$ cat config.mk
export PLATFORM = sky130hd
export DESIGN_NAME = macc_drain
export DESIGN_NICKNAME = d
export VERILOG_FILES = /design/src/rtl/gemm_pkg.sv /design/src/rtl/macc_requant.sv /design/src/rtl/macc_drain.sv
export SDC_FILE = /design/constraint.sdc
export NUM_CORES = 1
export LEC_CHECK = 0
export CAP_MARGIN = 20
export CELL_PAD_IN_SITES_DETAIL_PLACEMENT = 1
export CELL_PAD_IN_SITES_GLOBAL_PLACEMENT = 1
export CORE_MARGIN = 1.5
export CORE_UTILIZATION = 25
export DETAILED_ROUTE_END_ITERATION = 6
export PLACE_DENSITY = 0.64
export SETUP_SLACK_MARGIN = 0.15
export SYNTH_ARGS = -nofsm -noshare
export SYNTH_HDL_FRONTEND = slang
export SYNTH_SLANG_ARGS = --single-unit
$ cat constraint.sdc
create_clock -name clk -period 7 [get_ports clk]
set_input_delay 1.4 -clock clk [delete_from_list [all_inputs] [get_ports clk]]
set_output_delay 1.4 -clock clk [all_outputs]
set_load 0.005 [all_outputs]
$ cat src/rtl/gemm_pkg.sv
// gemm_pkg: definitions shared by the GEMM datapath blocks.
//   ACC_W      accumulator width per MAC lane (signed)
//   OPERAND_W  int8 operand width
//   INT8_MIN / INT8_MAX  saturation bounds for requantized results
//   drain_state_e        state encoding of the result-drain FSM
package gemm_pkg;

   localparam int unsigned ACC_W     = 19;
   localparam int unsigned OPERAND_W = 8;

   localparam int INT8_MIN = -128;
   localparam int INT8_MAX = 127;

   typedef enum logic {
      IDLE,
      DRAIN
   } drain_state_e;

endpackage

$ cat src/rtl/macc_requant.sv
// macc_requant: combinational round / arithmetic-shift / int8 saturate.
// Built only when MACC_DRAIN_REQUANT_EN is defined.
// Ports:
//   acc    in   W  signed accumulator value
//   shift  in   4  right-shift amount (round-half-up before shifting)
//   q      out  W  sat8((acc + rnd) >>> shift), sign-extended to W bits
module macc_requant
   import gemm_pkg::*;
#(
   parameter int unsigned W = ACC_W
) (
   input  logic signed [W-1:0] acc,
   input  logic        [3:0]   shift,
   output logic signed [W-1:0] q
);

   localparam logic signed [W:0] SAT_HI = INT8_MAX;
   localparam logic signed [W:0] SAT_LO = INT8_MIN;

   logic signed [W:0] rnd;
   logic signed [W:0] sum;
   logic signed [W:0] shifted;

   always_comb begin
      rnd = '0;
      if (shift != 4'd0) begin
         rnd[shift - 4'd1] = 1'b1;
      end
      // One guard bit keeps the rounding add from wrapping.
      sum     = {acc[W-1], acc} + rnd;
      shifted = sum >>> shift;
      if (shifted > SAT_HI) begin
         q = SAT_HI[W-1:0];
      end else if (shifted < SAT_LO) begin
         q = SAT_LO[W-1:0];
      end else begin
         q = shifted[W-1:0];
      end
   end

endmodule

$ cat src/rtl/macc_drain.sv
// macc_drain: snapshots all MAC accumulators on a capture strobe and streams
// them out lane 0 first over a valid/ready interface.
// Optional feature macro: MACC_DRAIN_REQUANT_EN (int8 requant of each lane).
// Ports:
//   clk, rst_n   clock, synchronous active-low reset
//   capture      one-cycle strobe, snapshot macc_in (and shift)
//   macc_in      packed accumulators, lane k at [k*ACC_W +: ACC_W]
//   shift        requant shift, sampled at capture (unused without requant)
//   cap_ready    capture is accepted this cycle
//   busy         holding bank occupied
//   out_valid / out_ready / out_data / out_idx / out_last  result stream
//   drop_err     sticky, set by a capture while cap_ready=0
module macc_drain #(
   parameter int unsigned NUM_MACS = 4,
   parameter int unsigned ACC_W    = gemm_pkg::ACC_W,
   parameter int unsigned IDX_W    = $clog2(NUM_MACS)
) (
   input  logic                       clk,
   input  logic                       rst_n,
   input  logic                       capture,
   input  logic [NUM_MACS*ACC_W-1:0]  macc_in,
   input  logic [3:0]                 shift,
   output logic                       cap_ready,
   output logic                       busy,
   output logic                       out_valid,
   input  logic                       out_ready,
   output logic signed [ACC_W-1:0]    out_data,
   output logic [IDX_W-1:0]           out_idx,
   output logic                       out_last,
   output logic                       drop_err
);
   import gemm_pkg::*;

   localparam logic [IDX_W-1:0] LAST_IDX = IDX_W'(NUM_MACS - 1);

   drain_state_e            state;
   drain_state_e            state_nxt;
   logic [IDX_W-1:0]        idx;
   logic signed [ACC_W-1:0] bank [NUM_MACS];
   logic signed [ACC_W-1:0] lane_val;
   logic                    is_last;
   logic                    take;

   // ---------------- FSM ----------------
   always_ff @(posedge clk) begin
      if (!rst_n) begin
         state <= IDLE;
      end else begin
         state <= state_nxt;
      end
   end

   always_comb begin
      state_nxt = state;
      busy      = 1'b0;
      out_valid = 1'b0;
      is_last   = 1'b0;
      cap_ready = 1'b0;
      take      = 1'b0;
      case (state)
         IDLE: begin
            cap_ready = 1'b1;
            take      = capture;
            if (take) begin
               state_nxt = DRAIN;
            end
         end
         DRAIN: begin
            busy      = 1'b1;
            out_valid = 1'b1;
            is_last   = (idx == LAST_IDX);
            // Bank frees up in the same cycle its final lane is accepted.
            cap_ready = is_last && out_ready;
            take      = capture && cap_ready;
            if (is_last && out_ready && !take) begin
               state_nxt = IDLE;
            end
         end
         default: state_nxt = IDLE;
      endcase
   end

   // ---------------- holding bank / lane index ----------------
   always_ff @(posedge clk) begin
      if (!rst_n) begin
         idx      <= '0;
         drop_err <= 1'b0;
         for (int unsigned k = 0; k < NUM_MACS; k++) begin
            bank[k] <= '0;
         end
      end else begin
         if (capture && !cap_ready) begin
            drop_err <= 1'b1;
         end
         if (take) begin
            idx <= '0;
            for (int unsigned k = 0; k < NUM_MACS; k++) begin
               bank[k] <= macc_in[k*ACC_W +: ACC_W];
            end
         end else if (out_valid && out_ready) begin
            // Return to lane 0 after the last beat so out_idx idles at 0.
            idx <= is_last ? '0 : idx + 1'b1;
         end
      end
   end

`ifdef MACC_DRAIN_REQUANT_EN
   logic [3:0] shift_q;

   always_ff @(posedge clk) begin
      if (!rst_n) begin
         shift_q <= '0;
      end else if (take) begin
         shift_q <= shift;
      end
   end

   macc_requant #(
      .W (ACC_W)
   ) u_requant (
      .acc   (bank[idx]),
      .shift (shift_q),
      .q     (lane_val)
   );
`else
   logic unused_shift;
   assign unused_shift = ^shift;
   assign lane_val     = bank[idx];
`endif

   assign out_data = out_valid ? lane_val : '0;
   assign out_idx  = idx;
   assign out_last = is_last;

endmodule

==> impl_metrics.json <==
{
  "rows": 43,
  "crit_path_start_kind": "primary input",
  "ant_nets": 0,
  "nets": 439,
  "cap_violations": 0,
  "critPathMaxFanout": 33,
  "period_minus_slack_ns": 4.455,
  "synth_area_mm2": 0.003645,
  "drcViolationCount": 0,
  "r2r-start": "out_idx[0]",
  "syn_area_per_cell_um2": 14.18,
  "slew_headroom": 0.3176,
  "worst_pin_slew_ns": 1.024,
  "post_cts_buffers": 0,
  "setup_tns_ns": 0,
  "multi_input_comb_area_mm2": 0.001122,
  "outcome": "finished clean",
  "cp_data_required_time_ns": 5.60,
  "fin_util": 0.3698,
  "maxSlewViolCount": 0,
  "final_layout_size_suffix_gt1_frac": 0.07521,
  "detailroute.via_count": 2471,
  "synth_seq_cells": 82,
  "fillers": 1453,
  "ctsHoldBuffers": 0,
  "design.portCount": 110,
  "core_area_mm2": 0.01404,
  "ys_types": 25,
  "hold_start": "drop_err",
  "min_period_over_period": 0.6364,
  "io_buffers": 105,
  "cts_sinks": 82,
  "drtIter0Drc": 56,
  "hold_depth": 1,
  "path_clk_slew_ns": 0.06,
  "path_class": "in2out",
  "synth-seq-area-share": 0.6591,
  "yosys_warnings": 0,
  "r2r_end": "bank[2][11]",
  "place_congestion": 0.6780,
  "wl_um": 8894,
  "cts_tree": "built",
  "grt_max_degree": 80,
  "cp.arrival_ns": 3.05,
  "clock_latency_ns": 0.33,
  "numCtsBuffers": 9,
  "end_kind": "primary output",
  "die_x_um": 123.7,
  "initial_core_util": 0.2596,
  "rsz0062_at_grt": "no",
  "root_buffer": "clkbuf_16",
  "htree_levels": 3,
  "place_ws_ns": 2.070,
  "layout_setup_ws_ns": 2.545,
  "worst_hold_path_type": "reg2reg",
  "viasPerCell": 4.584,
  "skew_ns": 0.004436,
  "vdd_drop_max_uv": 89.07,
  "instances_no_fill": 539,
  "ff2ff_setup_slack_ns": 4.83,
  "antenna_cells": 0,
  "grt_pass1_wl_um": 13750,
  "p_leak_nw": 2.030,
  "netlist_instances": 257,
  "first_pass_iters": 4,
  "finalSetupViolations": 0,
  "syn2layout_area_growth_pct": 42.46,
  "grt_usage": 0.1209,
  "clockBufferDepth": 2,
  "dpl.hpwl_um": 5706,
  "fp.dieArea_mm2": 0.01531,
  "power_density_mw_per_mm2": 226.6,
  "cts_resized": 0,
  "reg2reg_depth": 5,
  "die_h_um": 123.7,
  "antenna_found_initial": 1,
  "hold_viol": 0,
  "syn-num-nets": 342,
  "overflow": 0,
  "max_freq_ghz": 0.2245,
  "worst_hold_slack_ns": 0.5269,
  "seq_area_mm2": 0.002404,
  "drt-wirelength-per-cell_um": 16.50,
  "hold_path_end": "drop_err",
  "grt_pass1_vias": 2657,
  "dp.cells": 520
}
==> cells in the final DEF (no fill, tap or decap), types with 2 or more instances in the layout <==
cell type,instances
clkbuf_1,2
buf_12,3
and3_1,76
inv_1,2
clkdlybuf4s50_1,105
buf_4,2
mux2i_1,38
clkbuf_8,3
dfxtp_1,5
clkbuf_16,10
o22ai_1,19
edfxtp_1,76
==> synth_stat cells (all sizes together) <==
cell	number	area share
a21bo	1	0.0027
a21boi	2	0.0072
a21oi	1	0.0014
a221oi	1	0.0041
a22o	1	0.0024
and2	2	0.0034
and3	76	0.13
buf	9	0.018
clkbuf	15	0.015
dfxtp	6	0.033
edfxtp	76	0.63
ha	1	0.0034
inv	3	0.0031
mux2i	38	0.10
nand2	1	0.0010
nand2b	1	0.0017
nand4b	1	0.0024
nor4bb	1	0.0027
o21ai	1	0.0014
o221a	1	0.0031
o22ai	19	0.033
==> worst max-delay path by stage <==
stage,startpoint,endpoint,slack [ns],cells after the start
finish,out_ready,cap_ready,2.55,4
global route,out_ready,cap_ready,2.45,4
CTS,out_ready,cap_ready,2.07,4
detailed placement,out_ready,cap_ready,2.07,4
global placement,out_ready,cap_ready,2.11,4
floorplan,out_ready,bank[0][0],1.64,2
==> power breakdown <==
group | switching, mW | total [mW] | internal (mW)
Combinational | 0.0532 | 0.128 | 0.0746
Clock | 0.174 | 0.465 | 0.291
Sequential | 0.00998 | 0.584 | 0.574
Total | 0.238 | 1.18 | 0.939
==> final cells by class <==
type | count | share of cell area
Clock buffer | 15 | 0.05759
Multi-Input combinational cell | 148 | 0.2161
Inverter | 3 | 0.002169
Tap cell | 180 | 0.04337
Sequential cell | 82 | 0.4629
Clock inverter | 1 | 0.0009639
Timing Repair Buffer | 110 | 0.2169
==> flip-flops by register name, summed over array words and instances, names as in the netlist, named ones only <==
register  count
bank         76
out_idx       2
drop_err      1
state         1
==> through the flow <==
step / cell area, µm² / power, mW
global placement: 4828 / 0.7157
CTS: 5132 / 1.189
floorplan: 3645 / 0.6459
detailed placement: 4828 / 0.7200
global route: 5192 / 1.223
finish: 5192 / 1.177
==> critical path, stage by stage <==
cell and delay, ns:
clkdlybuf4s50_1 0.59, a21boi_4 0.11, inv_2 0.35, clkdlybuf4s50_1 0.59
==> kinds of logic (layout without fill, tap and decap cells) <==
logic type,count (synthesis),count (layout),synth area share
compound gates,27,27,0.05492
mux,38,38,0.1044
flops,82,82,0.6591
buf+inv,27,129,0.03639
fa+ha+maj,1,1,0.003432
simple gates,82,82,0.1418
==> routing by layer <==
metal  global-route usage  part of all wire  up-vias
li1                     -                 -     1192
met1               0.1424              0.43     1210
met2               0.2134              0.51       60
met3              0.03388             0.051        7
met4              0.03664            0.0093        2
met5                    0            0.0015        -
(Power assumes the default switching activity.)
